## src/rtl/hazard_pkg.sv

```systemverilog
// Shared widths and Tuse/Tnew encodings for the D-stage hazard scoreboard.
// Default parameter values for the scoreboard and the MDU busy counter live here too.
package hazard_pkg;

   localparam int unsigned NUM_REGS_DEF    = 32;
   localparam int unsigned TW_DEF          = 2;
   localparam int unsigned MULT_CYCLES_DEF = 5;
   localparam int unsigned DIV_CYCLES_DEF  = 10;

   localparam logic [TW_DEF-1:0] TUSE_NONE = '1;
   localparam logic [TW_DEF-1:0] TNEW_ZERO = 2'd0;
   localparam logic [TW_DEF-1:0] TNEW_CAL  = 2'd1;
   localparam logic [TW_DEF-1:0] TNEW_LOAD = 2'd2;

endpackage

```

## src/rtl/mdu_busy_counter.sv

```systemverilog
// MDU busy countdown: reloads on an issuing mult/div and counts down to zero otherwise.
// The reload is one longer than the MDU latency to cover the start cycle in E.
module mdu_busy_counter
   import hazard_pkg::*;
#(
   parameter int unsigned MULT_CYCLES = MULT_CYCLES_DEF,
   parameter int unsigned DIV_CYCLES  = DIV_CYCLES_DEF
) (
   input  logic clk,
   input  logic reset_n,
   input  logic issue_i,
   input  logic start_i,
   input  logic div_i,
   output logic busy_o
);

   localparam int unsigned MW = $clog2(DIV_CYCLES + 2);

   logic [MW-1:0] mcnt_d, mcnt_q;

   // A forced start while busy simply reloads.
   always_comb begin
      mcnt_d = mcnt_q;
      if (issue_i && start_i) begin
         mcnt_d = div_i ? MW'(DIV_CYCLES + 1) : MW'(MULT_CYCLES + 1);
      end else if (mcnt_q != '0) begin
         mcnt_d = mcnt_q - MW'(1);
      end
   end

   always_ff @(posedge clk or negedge reset_n) begin
      if (!reset_n) begin
         mcnt_q <= '0;
      end else begin
         mcnt_q <= mcnt_d;
      end
   end

   assign busy_o = (mcnt_q != '0);

endmodule

```

## src/rtl/hazard_scoreboard.sv

```systemverilog
// D-stage stall unit: per-register Tnew countdown scoreboard plus MDU busy tracking.
// All outputs are combinational from the D-stage inputs and the registered countdowns.
module hazard_scoreboard
   import hazard_pkg::*;
#(
   parameter int unsigned NUM_REGS    = NUM_REGS_DEF,
   parameter int unsigned TW          = TW_DEF,
   parameter int unsigned MULT_CYCLES = MULT_CYCLES_DEF,
   parameter int unsigned DIV_CYCLES  = DIV_CYCLES_DEF
) (
   input  logic                        clk,
   input  logic                        reset_n,
   input  logic                        D_valid,
   input  logic [$clog2(NUM_REGS)-1:0] D_rs,
   input  logic [$clog2(NUM_REGS)-1:0] D_rt,
   input  logic [TW-1:0]               D_rs_tuse,
   input  logic [TW-1:0]               D_rt_tuse,
   input  logic                        D_we,
   input  logic [$clog2(NUM_REGS)-1:0] D_A3,
   input  logic [TW-1:0]               D_tnew,
   input  logic                        D_mdu_use,
   input  logic                        D_mdu_start,
   input  logic                        D_mdu_div,
   output logic                        stall,
   output logic                        stall_data,
   output logic                        stall_mdu,
   output logic                        mdu_busy
);

   localparam int unsigned RW = $clog2(NUM_REGS);

   logic [TW-1:0] cnt_d [NUM_REGS];
   logic [TW-1:0] cnt_q [NUM_REGS];

   logic          issue;
   logic [TW-1:0] rs_cnt, rt_cnt;
   logic          stall_rs, stall_rt;

   assign issue = D_valid & ~stall;

   // Register 0 always reads as never pending.
   assign rs_cnt = (D_rs == '0) ? '0 : cnt_q[D_rs];
   assign rt_cnt = (D_rt == '0) ? '0 : cnt_q[D_rt];

   assign stall_rs   = D_valid & (D_rs != '0) & (rs_cnt > D_rs_tuse);
   assign stall_rt   = D_valid & (D_rt != '0) & (rt_cnt > D_rt_tuse);
   assign stall_data = stall_rs | stall_rt;
   assign stall_mdu  = D_valid & D_mdu_use & mdu_busy;
   assign stall      = stall_data | stall_mdu;

   // Newest writer overwrites any older countdown; the load beats the decrement.
   always_comb begin
      for (int r = 0; r < NUM_REGS; r++) begin
         cnt_d[r] = (cnt_q[r] != '0) ? cnt_q[r] - TW'(1) : '0;
         if (issue && D_we && (D_A3 == RW'(r))) begin
            cnt_d[r] = D_tnew;
         end
      end
      cnt_d[0] = '0;
   end

   always_ff @(posedge clk or negedge reset_n) begin
      if (!reset_n) begin
         for (int r = 0; r < NUM_REGS; r++) begin
            cnt_q[r] <= '0;
         end
      end else begin
         for (int r = 0; r < NUM_REGS; r++) begin
            cnt_q[r] <= cnt_d[r];
         end
      end
   end

   mdu_busy_counter #(
      .MULT_CYCLES (MULT_CYCLES),
      .DIV_CYCLES  (DIV_CYCLES)
   ) u_mdu_busy_counter (
      .clk     (clk),
      .reset_n (reset_n),
      .issue_i (issue),
      .start_i (D_mdu_start),
      .div_i   (D_mdu_div),
      .busy_o  (mdu_busy)
   );

endmodule
```

## config.mk

```make
export PLATFORM = sky130hd
export DESIGN_NAME = hazard_scoreboard
export DESIGN_NICKNAME = d
export VERILOG_FILES = /design/src/rtl/hazard_pkg.sv /design/src/rtl/mdu_busy_counter.sv /design/src/rtl/hazard_scoreboard.sv
export SDC_FILE = /design/constraint.sdc
export NUM_CORES = 1
export LEC_CHECK = 0
export CORE_MARGIN = 8
export CORE_UTILIZATION = 54
export DETAILED_ROUTE_END_ITERATION = 8
export GPL_ROUTABILITY_DRIVEN = 0
export PLACE_DENSITY = 0.81
export SETUP_SLACK_MARGIN = 0.4
export SYNTH_ARGS = -nofsm -noshare
export SYNTH_HDL_FRONTEND = slang
export SYNTH_SLANG_ARGS = --single-unit
```

## constraint.sdc

```tcl
create_clock -name clk -period 4.5 [get_ports clk]
set_clock_uncertainty 0.2 [all_clocks]
set_input_delay 0.9 -clock clk [delete_from_list [all_inputs] [get_ports clk]]
set_output_delay 0.9 -clock clk [all_outputs]
set_load 0.03 [all_outputs]
```

==> flow_metrics.env, run 1 <==
export IMPL_status="finished clean"
export IMPL_firstDrtPassIters=5
export IMPL_holdCritStartpoint="u_mdu_busy_counter.mcnt_q[1]"
export IMPL_worstPathArrival_ns=3.37
export IMPL_synth_top_cell_area_share=0.3571
export IMPL_grt_overflow=0
export IMPL_vias=4408
export IMPL_worstSkewPairLatency_ns=0.36
export IMPL_syn_to_final_growth_pct=41.94
export IMPL_die_area_um2=11780
export IMPL_r2r_end="cnt_q[51]"
export IMPL_diodes=0
export IMPL_stdcell_count=650
export IMPL_setup_violations=0
export IMPL_r2r_start="cnt_q[51]"
export IMPL_ys_types=51
export IMPL_layout_drive_gt1_share=0.4183
export IMPL_period_share=0.9925
export IMPL_syn_cell_area_um2=4624
export IMPL_fmax_ghz=0.2239
export IMPL_start_util=0.5600
export IMPL_reg2reg_slack_ns=0.31
export IMPL_vdd_ir_drop_max_uv=229.0
export IMPL_path_cells="clkdlybuf4s15_1 > or3_1 > and4b_1 > o21ai_0 > nand3_1 > ha_1 > nor2b_1 > o211ai_1 > buf_4 > o221ai_4 > buf_6"
export IMPL_max_slew_worst_pin_slew_ns=1.392
export IMPL_async_flop_share=1.000
export IMPL_dp_cells=604
export IMPL_cts_made_buffers=9
export IMPL_core_area_um2=8258
export IMPL_num_rows=33
export IMPL_synth_fp_nets=464
export IMPL_io_pins=32
export IMPL_hold_path_class="reg2reg"
export IMPL_drt_total_wl_um=17270
export IMPL_synth_edf_count=0
export IMPL_worstSetupStartpoint="D_rs[2]"
export IMPL_p_per_area_nw_per_um2=252.8
export IMPL_ys_warnings_count=0
export IMPL_cts_root_buf="clkbuf_8"
export IMPL_netlist_top_cells_area="dfrtp_1, mux2i_1, mux2_2"
export IMPL_cts_sinks=66
export IMPL_final_seq_area_um2=1652
export IMPL_yosysTopAreaCell="dfrtp_1"
export IMPL_synth_seq_cells=66
export IMPL_drtIter0Drc=464
export IMPL_grt_max_degree=37
export IMPL_clk_pin_slew_ns=0.07
export IMPL_grt_total_usage=0.2581
export IMPL_fp_dieW_um=108.5
export IMPL_cp_end_kind="output port"
export IMPL_cap_violations=0
export IMPL_fillCellCount=454
export IMPL_period_needed_ns=4.466
export IMPL_power_leakage_nw=2.833
export IMPL_crit_required_ns=3.40
export IMPL_post_dp_hpwl_um=9462
export IMPL_netlist_instances=430
export IMPL_fin_util=0.7948
export IMPL_antenna_found_initial=0
export IMPL_rsz0062_at_grt="true"
export IMPL_synth_common_cells="dfrtp_1, mux2i_1, nor2b_1"
export IMPL_yosysSeqAreaShare=0.3571
export IMPL_grt_pass1_vias=4370
export IMPL_finalNetCount=575
export IMPL_final_antenna_net_count=0
export IMPL_cp_max_fo=8
export IMPL_slowest_stage="or3_1"
export IMPL_max_slew_margin=0.06929
export IMPL_clock_path_buffers=2
export IMPL_multiInputGateArea_um2=3293
export IMPL_h_tree_depth=3
export IMPL_grt_pass1_wl_um=23220
export IMPL_avgRoutedWirePerCell_um=26.56
export IMPL_post_route_drc_count=0
export IMPL_vias_per_cell=6.782
export IMPL_synth_area_per_cell_um2=10.75
export IMPL_die_h_um=108.5
export IMPL_slowest_delay_ns=0.49
export IMPL_critPathKind="in2out"
export IMPL_holdWs_ns=0.3726
export IMPL_reg2reg_depth=17
export IMPL_tritoncts="built"
export IMPL_endpoint="stall"
export IMPL_hold_viol_final=0
export IMPL_io_buffers=31
export IMPL_synth_most_common_cell="dfrtp_1"
export IMPL_maxSlewViolCount=0
export IMPL_ys_flop_type="dfrtp_1"
export IMPL_start_kind="primary input"
-- worst min-delay path by stage --
stage / endpoint / depth (start not counted)
after floorplan: u_mdu_busy_counter.mcnt_q[1] / 2
after global placement: u_mdu_busy_counter.mcnt_q[1] / 2
after detailed placement: u_mdu_busy_counter.mcnt_q[1] / 2
after CTS: cnt_q[47] / 2
after global routing: u_mdu_busy_counter.mcnt_q[1] / 2
final: u_mdu_busy_counter.mcnt_q[1] / 2
-- critical path, delay by kind of cell --
family                   cells  cell delay (ns)
adder cells (fa/ha/maj)      1             0.32
AND/OR/NAND/NOR              4             1.05
buffers and inverters        3             0.70
AO/OA/AOI/OAI                3             0.39
-- power breakdown --
group          switching (mW)  internal (mW)
sequential             0.0158          0.615
combinational           0.295          0.233
clock                   0.234          0.267
-- final cells by class --
class	instances	area share
multi-input cells	323	0.5017
flip-flops and latches	66	0.2516
repair buffers	130	0.1921
clock buffers	12	0.02211
well taps	105	0.02002
inverters	11	0.006291
clock inverters	3	0.006100
-- cell usage in the layout (no fill, tap or decap), types with 13 or more instances in the layout --
master | netlist | final
mux2_2 | 36 | 24
buf_6 | 3 | 13
mux2_4 | 0 | 14
clkdlybuf4s50_1 | 0 | 18
nor4_4 | 2 | 31
dfrtp_1 | 66 | 66
buf_4 | 0 | 78
mux4_2 | 14 | 14
nand2_1 | 49 | 49
nor2b_1 | 50 | 48
mux2i_1 | 51 | 49
-- sequential cells by signal, summed over array words and instances, names as in the netlist --
| register | flops |
|---|---|
| cnt_q | 62 |
| u_mdu_busy_counter.mcnt_q | 4 |
-- repair_timing --
item,in CTS,in global routing
endpoints found under the setup margin,67,55
cloned,2,3
pin swaps,21,34
resized for setup,64,63
hold buffers,0,0
buffers inserted,14,12
-- cells by family after synthesis --
| family | count (synthesis) | synth area share |
|---|---|---|
| AOI/OAI and AO/OA | 40 | 0.06683 |
| xor gates and xnor gates | 2 | 0.003789 |
| adders and majority gates | 6 | 0.01623 |
| buffers and inverters | 41 | 0.03977 |
| DFF | 66 | 0.3571 |
| muxes | 103 | 0.2711 |
| and+or+nand+nor | 172 | 0.2451 |
-- stage by stage --
step | power, mW | cell area, um^2 | setup TNS [ns] | setup WS (ns)
finish | 1.659 | 6564 | 0 | 0.03379
global route | 1.714 | 6564 | 0 | 0.009489
CTS | 1.522 | 6002 | 0 | 0.2807
detailed placement | 0.9965 | 5490 | -18.51 | -0.4259
global placement | 0.9825 | 5490 | -15.77 | -0.3831
floorplan | 0.8692 | 4707 | 0 | 0.3988
-- per-layer routing --
layer | vias to the layer above | track usage | wire [um]
met5 | - | 0 | 0
met3 | 108 | 0.06008 | 1556
met1 | 2159 | 0.3066 | 6290
met2 | 324 | 0.4228 | 8262
met4 | 0 | 0.1447 | 1155
li1 | 1817 | - | -
Power figures use the tool's default switching activity.
==> run 2: changes to the inputs <==
CORE_ASPECT_RATIO = 1.1   (was default)
CORE_UTILIZATION = 56   (was 54)
CTS_BUF_LIST = sky130_fd_sc_hd__clkbuf_8   (was default)
GPL_TIMING_DRIVEN = 0   (was default)
PLACE_DENSITY = 0.83   (was 0.81)
==> run 2 against run 1 <==
Against the previous run: the flow now finishes with violations (negative setup slack); largest cell class unchanged; register-to-register slack worse by 0.07 ns; first-iteration DRC count is 5.6% lower; critical endpoint unchanged; flip-flop and latch count stayed put; sequential share of layout area is 0.66 points higher; core utilization is 0.92 points higher; global-route usage is 2.6 points higher; via count is 1.5% higher; sequential power hardly changed; worst hold slack worse by 0.0020 ns; clock power is 8.6% lower; power is 1.7% lower; critical path type unchanged; die area is 3.0% lower.
==> flow_metrics.env, run 2 (synthesis gave the netlist of run 1 again) <==
export IMPL_diodes=0
export IMPL_final_common_cell="dfrtp_1"
export IMPL_vias_per_cell=6.989
export IMPL_post_dp_hpwl_um=9458
export IMPL_drt_total_wl_um=17240
export IMPL_h_tree_depth=3
export IMPL_fmax_ghz=0.2064
export IMPL_hold_path_class="reg2reg"
export IMPL_failed_checks="negative setup slack"
export IMPL_layout_drive_gt1_share=0.3872
export IMPL_grt_pass1_wl_um=24950
export IMPL_drtIter0Drc=438
export IMPL_cap_violations=0
export IMPL_grt_pass1_vias=4538
export IMPL_finalNetCount=562
export IMPL_cp_max_fo=6
export IMPL_min_delay_path_depth=2
export IMPL_core_area_um2=7955
export IMPL_top_regs="cnt_q: 62 flops, u_mdu_busy_counter.mcnt_q: 4 flops"
export IMPL_power_mw=1.631
export IMPL_grt_max_degree=67
export IMPL_clk_pin_slew_ns=0.07
export IMPL_p_per_area_nw_per_um2=255.0
export IMPL_start_util=0.5813
export IMPL_firstDrtPassIters=5
export IMPL_die_area_um2=11430
export IMPL_die_h_um=111.3
export IMPL_maxSlewViolCount=0
export IMPL_slowest_delay_ns=0.41
export IMPL_cts_root_buf="clkbuf_8"
export IMPL_grt_total_usage=0.2845
export IMPL_vdd_ir_drop_max_uv=282.1
export IMPL_antenna_found_initial=0
export IMPL_clock_path_buffers=2
export IMPL_worstPathArrival_ns=3.74
export IMPL_rsz0062_at_grt="true"
export IMPL_worstSkewPairLatency_ns=0.36
export IMPL_period_needed_ns=4.844
export IMPL_largest_register_ffs=62
export IMPL_avgRoutedWirePerCell_um=26.93
export IMPL_setup_violations=42
export IMPL_power_leakage_nw=2.694
export IMPL_layout_common_cells="dfrtp_1, buf_4, mux2i_1, nand2_1, nor2b_1"
export IMPL_fp_dieW_um=102.6
export IMPL_final_antenna_net_count=0
export IMPL_post_route_drc_count=0
export IMPL_timing_final_ws_setup_ns=-0.3439
export IMPL_path_cells="dlygate4sd2_1 > clkbuf_8 > nand2b_4 > a211oi_2 > a21oi_1 > a41oi_1 > o311a_1 > ha_1 > nand2_1 > o211ai_1 > buf_4 > o221ai_4 > buf_8 > buf_6"
export IMPL_status="finished, violations left"
export IMPL_cts_sinks=66
export IMPL_holdWs_ns=0.3707
export IMPL_vias=4473
export IMPL_cts_made_buffers=9
export IMPL_max_slew_worst_pin_slew_ns=1.302
export IMPL_slowest_stage="a211oi_2"
export IMPL_critPathKind="in2out"
export IMPL_tritoncts="built"
export IMPL_num_rows=34
export IMPL_hold_viol_final=0
export IMPL_syn_to_final_growth_pct=38.31
export IMPL_io_pins=32
export IMPL_grt_overflow=0
export IMPL_cp_end_kind="output port"
export IMPL_start_kind="primary input"
export IMPL_place_area_um2=5120
export IMPL_crit_required_ns=3.40
export IMPL_io_buffers=28
export IMPL_max_slew_margin=0.1319
export IMPL_period_share=1.076
export IMPL_reg2reg_depth=19
export IMPL_finalInstanceArea_um2=6396
export IMPL_holdBufCountCts=0
export IMPL_top_register="cnt_q"
## run 2: cell count changes in the layout (fill, tap and decap cells not counted), sizes merged
cell / before / now
buf: 102 / 77
clkinvlp: 0 / 1
clkdlybuf4s50: 18 / 17
dlygate4sd2: 3 / 4
clkdlybuf4s15: 1 / 0
bufinv: 1 / 0
clkinv: 2 / 1
clkbuf: 15 / 29
bufbuf: 2 / 0
inv: 11 / 13
## run 2: area by class of cell
| cell class | instances | area, um^2 |
|---|---|---|
| Fill cell | 424 | 1559 |
| Timing Repair Buffer | 87 | 788.3 |
| Clock inverter | 4 | 20.02 |
| Tap cell | 108 | 135.1 |
| Multi-Input combinational cell | 323 | 3321 |
| Buffer | 30 | 287.8 |
| Sequential cell | 66 | 1652 |
| Inverter | 11 | 41.29 |
| Clock buffer | 11 | 151.4 |
## run 2: path summary, 6_finish.rpt
| path | start | to | slack [ns] |
|---|---|---|---|
| setup / recovery | D_rt[2] | stall | -0.34 |
| hold / removal | cnt_q[27] | cnt_q[27] | 0.37 |
| setup reg to reg | cnt_q[51] | cnt_q[34] | 0.24 |
| hold reg to reg | cnt_q[27] | cnt_q[27] | 0.37 |
| max in group asynchronous | reset_n | cnt_q[40] | 3.07 |
| min in group asynchronous | reset_n | cnt_q[56] | 0.45 |
## run 2: timing repair
item / 4_1_cts / 5_1_grt
setup endpoints to repair: 68 / 66
pin swaps: 39 / 15
cloned: 2 / 0
gates resized for setup: 126 / 33
setup buffers: 43 / 14
## run 2: power breakdown
group | total (mW) | switching, mW | leakage, nW | internal [mW]
logic | 0.542 | 0.297 | 1.69 | 0.245
registers | 0.631 | 0.0161 | 0.913 | 0.615
clock network | 0.458 | 0.236 | 0.0938 | 0.222
## run 2: critical path: cells and delay by family
| kind | cells | cell delay (ns) |
|---|---|---|
| adders and majority gates | 1 | 0.26 |
| AOI/OAI and AO/OA | 6 | 1.41 |
| buffers and inverters | 5 | 0.89 |
| and+or+nand+nor | 2 | 0.26 |
## run 2: metal layers
metal | vias up | track usage | wire, um
met5 | - | 0 | 0
met2 | 373 | 0.4445 | 8146
li1 | 1793 | - | -
met3 | 116 | 0.07098 | 1602
met4 | 0 | 0.1422 | 1094
met1 | 2191 | 0.3535 | 6392
## run 2: metrics by stage
| step | utilization | std cells | setup WS, ns | TNS (ns) |
|---|---|---|---|---|
| 5_1_grt | 0.8040 | 640 | -0.3142 | -8.394 |
| 3_5_place_dp | 0.6436 | 566 | -1.320 | -36.18 |
| 6_report | 0.8040 | 640 | -0.3439 | -6.112 |
| 3_3_place_gp | 0.6439 | 566 | -1.287 | -32.13 |
| 4_1_cts | 0.7774 | 626 | 0.05441 | 0 |
| 2_1_floorplan | - | 430 | 0.3988 | 0 |
